$ cat src/rtl/panel_control_pkg.sv
// Shared encodings and limits for the washing-machine front-panel controller.
package panel_control_pkg;

    // Run state seen by the timing block.
    typedef enum logic [1:0] {
        ST_IDLE  = 2'd0,
        ST_RUN   = 2'd1,
        ST_PAUSE = 2'd2,
        ST_DONE  = 2'd3
    } run_state_t;

    // Wash-model encodings.
    typedef enum logic [2:0] {
        MODEL_WASH_RINSE_SPIN = 3'd0,
        MODEL_WASH            = 3'd1,
        MODEL_WASH_RINSE      = 3'd2,
        MODEL_RINSE           = 3'd3,
        MODEL_RINSE_SPIN      = 3'd4,
        MODEL_SPIN            = 3'd5
    } model_t;

    localparam logic [2:0] MODEL_MAX     = 3'd5;
    localparam logic [2:0] WATER_MIN     = 3'd1;
    localparam logic [2:0] WATER_MAX     = 3'd5;
    localparam logic [2:0] WATER_DEFAULT = 3'd2;

    // Model selection wraps from the last programme back to the first.
    function automatic logic [2:0] next_model(input logic [2:0] m);
        return (m >= MODEL_MAX) ? 3'(MODEL_WASH_RINSE_SPIN) : m + 3'd1;
    endfunction

    // Water level wraps from the highest level back to the lowest.
    function automatic logic [2:0] next_water(input logic [2:0] w);
        return (w >= WATER_MAX) ? WATER_MIN : w + 3'd1;
    endfunction

endpackage

$ cat src/rtl/panel_control_key_debounce.sv
// Per-key synchroniser and debouncer producing a one-cycle press pulse.
module key_debounce #(
    parameter int unsigned DEB_CYCLES = 1_000_000
) (
    input  logic clk,
    input  logic rst_n,
    input  logic key_raw,
    output logic key_level,
    output logic key_press
);

    localparam int unsigned CW = $clog2(DEB_CYCLES + 1);
    localparam logic [CW-1:0] CNT_LAST = CW'(DEB_CYCLES - 1);

    logic [1:0]    sync_q;
    logic [CW-1:0] cnt_q;
    logic          level_q;
    logic          press_q;

    // Synchronise, count consecutive differing samples, accept the new level on the last one.
    always_ff @(posedge clk) begin
        if (!rst_n) begin
            sync_q  <= '0;
            cnt_q   <= '0;
            level_q <= 1'b0;
            press_q <= 1'b0;
        end else begin
            sync_q  <= {sync_q[0], key_raw};
            press_q <= 1'b0;
            if (sync_q[1] != level_q) begin
                if (cnt_q == CNT_LAST) begin
                    level_q <= sync_q[1];
                    press_q <= sync_q[1];
                    cnt_q   <= '0;
                end else begin
                    cnt_q <= cnt_q + CW'(1);
                end
            end else begin
                cnt_q <= '0;
            end
        end
    end

    assign key_level = level_q;
    assign key_press = press_q;

endmodule

$ cat src/rtl/panel_control.sv
// Front-panel controller: power, model/water selection, run/pause/done, buzzer, idle power-off.
module panel_control
    import panel_control_pkg::*;
#(
    parameter int unsigned     DEB_CYCLES   = 1_000_000,
    parameter int unsigned     DONE_HOLD    = 300_000_000,
    parameter longint unsigned IDLE_TIMEOUT = 64'd6_000_000_000
) (
    input  logic       clk,
    input  logic       rst_n,
    input  logic       power_key,
    input  logic       start_key,
    input  logic       model_key,
    input  logic       water_key,
    input  logic       finish,
    output logic       power_light,
    output logic [1:0] run_state,
    output logic [2:0] current_model,
    output logic [2:0] current_water,
    output logic       buzzer
);

    localparam int unsigned IW = $clog2(IDLE_TIMEOUT);
    localparam int unsigned DW = $clog2(DONE_HOLD + 1);
    localparam logic [IW-1:0] IDLE_LAST = IW'(IDLE_TIMEOUT - 1);
    localparam logic [DW-1:0] DONE_LAST = DW'(DONE_HOLD - 1);

    // Accepted key levels are not needed here; only press edges drive the controller.
    logic [3:0] levels_unused;
    logic       press_pwr, press_start, press_model, press_water;

    key_debounce #(.DEB_CYCLES(DEB_CYCLES)) u_deb_power (
        .clk(clk), .rst_n(rst_n), .key_raw(power_key),
        .key_level(levels_unused[0]), .key_press(press_pwr)
    );
    key_debounce #(.DEB_CYCLES(DEB_CYCLES)) u_deb_start (
        .clk(clk), .rst_n(rst_n), .key_raw(start_key),
        .key_level(levels_unused[1]), .key_press(press_start)
    );
    key_debounce #(.DEB_CYCLES(DEB_CYCLES)) u_deb_model (
        .clk(clk), .rst_n(rst_n), .key_raw(model_key),
        .key_level(levels_unused[2]), .key_press(press_model)
    );
    key_debounce #(.DEB_CYCLES(DEB_CYCLES)) u_deb_water (
        .clk(clk), .rst_n(rst_n), .key_raw(water_key),
        .key_level(levels_unused[3]), .key_press(press_water)
    );

    run_state_t    state_q, state_d;
    logic          power_q, power_d;
    logic [2:0]    model_q, model_d;
    logic [2:0]    water_q, water_d;
    logic [IW-1:0] idle_cnt_q, idle_cnt_d, idle_cnt_inc;
    logic [DW-1:0] done_cnt_q, done_cnt_d;
    logic          buzzer_q;
    logic          go_off;

    // State and settings register; buzzer follows the next state so it is high from DONE entry.
    always_ff @(posedge clk) begin
        if (!rst_n) begin
            state_q    <= ST_IDLE;
            power_q    <= 1'b0;
            model_q    <= 3'(MODEL_WASH_RINSE_SPIN);
            water_q    <= WATER_DEFAULT;
            idle_cnt_q <= '0;
            done_cnt_q <= '0;
            buzzer_q   <= 1'b0;
        end else begin
            state_q    <= state_d;
            power_q    <= power_d;
            model_q    <= model_d;
            water_q    <= water_d;
            idle_cnt_q <= idle_cnt_d;
            done_cnt_q <= done_cnt_d;
            buzzer_q   <= (state_d == ST_DONE);
        end
    end

    // Next-state logic: the if/else chain realises power > start > model > water priority.
    always_comb begin
        state_d      = state_q;
        power_d      = power_q;
        model_d      = model_q;
        water_d      = water_q;
        idle_cnt_d   = '0;
        done_cnt_d   = '0;
        idle_cnt_inc = idle_cnt_q + IW'(1);
        go_off       = 1'b0;

        if (press_pwr) begin
            if (power_q) go_off = 1'b1;
            else         power_d = 1'b1;
        end else if (power_q) begin
            unique case (state_q)
                ST_IDLE: begin
                    if (press_start)                 state_d = ST_RUN;
                    else if (press_model)            model_d = next_model(model_q);
                    else if (press_water)            water_d = next_water(water_q);
                    else if (idle_cnt_inc == IDLE_LAST) go_off = 1'b1;
                    else                             idle_cnt_d = idle_cnt_inc;
                end
                ST_RUN: begin
                    if (finish)           state_d = ST_DONE;
                    else if (press_start) state_d = ST_PAUSE;
                end
                ST_PAUSE: begin
                    if (press_start) state_d = ST_RUN;
                end
                ST_DONE: begin
                    if (done_cnt_q == DONE_LAST) state_d = ST_IDLE;
                    else                         done_cnt_d = done_cnt_q + DW'(1);
                end
            endcase
        end

        if (go_off) begin
            power_d = 1'b0;
            state_d = ST_IDLE;
            model_d = 3'(MODEL_WASH_RINSE_SPIN);
            water_d = WATER_DEFAULT;
        end
    end

    assign power_light   = power_q;
    assign run_state     = state_q;
    assign current_model = model_q;
    assign current_water = water_q;
    assign buzzer        = buzzer_q;

endmodule

$ cat config.mk
export PLATFORM = sky130hd
export DESIGN_NAME = panel_control
export DESIGN_NICKNAME = d
export VERILOG_FILES = /design/src/rtl/panel_control_pkg.sv /design/src/rtl/panel_control_key_debounce.sv /design/src/rtl/panel_control.sv
export SDC_FILE = /design/constraint.sdc
export NUM_CORES = 1
export LEC_CHECK = 0
export CORE_MARGIN = 1
export CORE_UTILIZATION = 33
export CTS_CLUSTER_SIZE = 16
export DETAILED_ROUTE_END_ITERATION = 12
export DONT_BUFFER_PORTS = 1
export PLACE_DENSITY = 0.46
export SETUP_SLACK_MARGIN = 0.3
export SYNTH_ARGS = -nofsm -noshare
export SYNTH_HDL_FRONTEND = slang
export SYNTH_HIERARCHICAL = 1
export SYNTH_SLANG_ARGS = --single-unit
$ cat constraint.sdc
create_clock -name clk -period 5.67 [get_ports clk]
set_clock_uncertainty 0.05 [all_clocks]
set_input_delay 0.567 -clock clk [delete_from_list [all_inputs] [get_ports clk]]
set_output_delay 0.567 -clock clk [all_outputs]
set_load 0.05 [all_outputs]
==> impl_metrics.json <==
{
  "final-instance-count-excl-fill": 1244,
  "setup_violations": 0,
  "io_pins": 17,
  "min_path_type": "in2reg",
  "netlist_area_sq_mm": 0.00798,
  "regArea_sq_mm": 0.00336,
  "n_antenna_cell": 0,
  "place.gp.congestion": 0.809,
  "fin_crit_sh_pct": 61.2,
  "final_common_cell": "dfxtp_1",
  "timing.rr.end": "idle_cnt_q[4]",
  "yosys_warnings": 6,
  "grt_overflow": 0,
  "first_global_vias": 5809,
  "syn-num-nets": 930,
  "clk_latency_ns": 0.42,
  "cts_tree": "yes",
  "ys_types": 60,
  "clock-sinks": 168,
  "status": "complete, no violations",
  "synth_largest_area_cell": "dfxtp_1",
  "start_util_pct": 33.8,
  "track_usage_pct": 14.5,
  "fin_nets": 931,
  "cap_violations": 0,
  "htreeDepth": 4,
  "finalSetupTns_ns": 0,
  "clockRootBuffer": "clkbuf_16",
  "min_path_cells": 1,
  "fillCellCount": 2433,
  "synth.avg_cell_area_sq_um": 8.75,
  "peakVddDrop_mv": 0.146,
  "synth_ff_type": "dfxtp_1",
  "die_w_um": 158,
  "multi_input_area_sq_mm": 0.00438,
  "routedWlPerCell_um": 13.5,
  "synth_seq_cells": 168,
  "numPortBuffers": 0,
  "viasPerCell": 4.94,
  "cts_setup_buffers": 0,
  "ff2ff_path_depth": 9,
  "cp-end-kind": "flop",
  "cts_hold_buffers": 0,
  "critPathRequiredTime_ns": 5.88,
  "max_freq_mhz": 288,
  "numCtsBuffers": 17,
  "hpwl_um": 11800,
  "grt_max_degree": 32,
  "r2r_setup_slack_ns": 2.20,
  "wirelength_um": 16800,
  "cp_max_fo": 12,
  "rr_startpoint": "idle_cnt_q[0]",
  "start_kind": "flop",
  "core_sq_mm": 0.0236,
  "maxSlewViolCount": 0,
  "hold_viol": 0,
  "drt_iter0_drc": 298,
  "fin_util_pct": 37.5,
  "leakage_uw": 0.00258,
  "synthDominantCellAreaShare_pct": 42.1,
  "grt_first_pass_wirelength_um": 28700,
  "power.density_mw_per_mm2": 262,
  "synthArstFlopShare_pct": 0,
  "worst_pin_slew_ns": 1.12,
  "postCtsResizedCells": 0,
  "finalCriticalPeriod_ns": 3.47,
  "areaGrowthSynthToFinish_pct": 10.8,
  "antenna_left": 0,
  "synth_edf_count": 0,
  "dp_cells": 1213,
  "rows": 56,
  "hold_end": "u_deb_water/sync_q[1]",
  "slew_headroom_pct": 24.9,
  "ys_top_cells_by_area": "dfxtp_1, xnor2_1, nor2_1",
  "holdCritStartpoint": "rst_n",
  "final_cell_mix": "dfxtp_1, nor2_1, xnor2_1",
  "worst-endpoint-arrival_ns": 3.68,
  "dr.pass1.iters": 5,
  "clk_pin_slew_ns": 0.07,
  "rsz0062_at_grt": "false",
  "num_vias": 6149,
  "cts_buffer_depth": 2,
  "criticalPathCategory": "reg2reg",
  "syn_inst": 912,
  "dieArea_sq_mm": 0.0248,
  "drive_gt1_share_pct": 6.49,
  "ys_seq_area_share_pct": 42.1,
  "antenna_found_initial": 0,
  "dieHeight_um": 158,
  "drc": 0
}
stage by stage:
stage                     area [sq um]  total power (uW)  hold slack (ns)  setup slack (ns)
after floorplan                   7980              1220            0.362              2.87
after global placement            8280              1220            0.383              2.19
after detailed placement          8280              1220            0.384              2.17
after CTS                         8850              2370            0.207              2.15
after global routing              8850              2410            0.214              1.80
final                             8850              2320            0.230              2.20
per-layer routing:
layer	vias to the layer above	GRT usage (%)	share of wire (%)
met4	0	5.73	1.7
li1	3264	-	-
met1	2786	19.8	51
met5	-	0	0
met3	19	3.58	4.1
met2	80	21.8	43
worst max-delay path, stage by stage, from the launching register on:
cell       delay, ns
dfxtp_1         0.47
ha_1            0.34
nand3_1         0.24
or3_1           0.49
nor3_1          0.25
xor2_1          0.26
nand4bb_1       0.19
nor4_4          0.64
buf_4           0.31
nor3_1          0.07
state kept, by name, summed over array words and instances, names as in the netlist, 3 cells and up:
register and flops:
idle_cnt_q 33, done_cnt_q 29, u_deb_model/cnt_q 20, u_deb_power/cnt_q 20, u_deb_start/cnt_q 20, u_deb_water/cnt_q 20, current_model 3, current_water 3
Yosys cell counts, types with 16 or more instances:
master   instances
and3_1          21
nand2_1         58
inv_1           29
nor4_1          25
xnor2_1         67
dfxtp_1        168
nand4_1         42
nand3_1         50
a21oi_1         27
xor2_1          46
or4_1           16
nor2_1         133
or3_1           19
nor3_1          39
worst max-delay path by stage:
stage | to | start | slack, ns | depth (start not counted)
after floorplan | idle_cnt_q[11] | idle_cnt_q[1] | 2.87 | 9
after global placement | idle_cnt_q[7] | idle_cnt_q[0] | 2.19 | 9
after detailed placement | idle_cnt_q[5] | idle_cnt_q[0] | 2.17 | 9
after CTS | idle_cnt_q[30] | idle_cnt_q[0] | 2.15 | 9
after global routing | idle_cnt_q[29] | idle_cnt_q[0] | 1.80 | 9
final | idle_cnt_q[4] | idle_cnt_q[0] | 2.20 | 9
kinds of logic (layout without fill, tap and decap cells):
family,after synthesis,in the layout,share of synthesized area [%]
AOI/OAI and AO/OA,90,90,8.07
xor gates and xnor gates,113,113,12.4
adders and majority gates,11,11,1.72
buffers and inverters,50,63,2.96
DFF,168,168,42.1
muxes,3,3,0.376
and+or+nand+nor,477,477,32.3
report_power, final:
part | internal (uW) | switching [uW]
combinational | 4.13 | 7.85
clock | 633 | 488
sequential | 1180 | 1.87
area by class of cell:
type / count / share of cell area, %
Sequential cell: 168 / 38.0
Timing Repair Buffer: 3 / 0.255
Inverter: 29 / 1.23
Clock buffer: 20 / 5.16
Tap cell: 319 / 4.51
Multi-Input combinational cell: 694 / 49.5
Clock inverter: 11 / 1.29
Power figures use the tool's default switching activity.
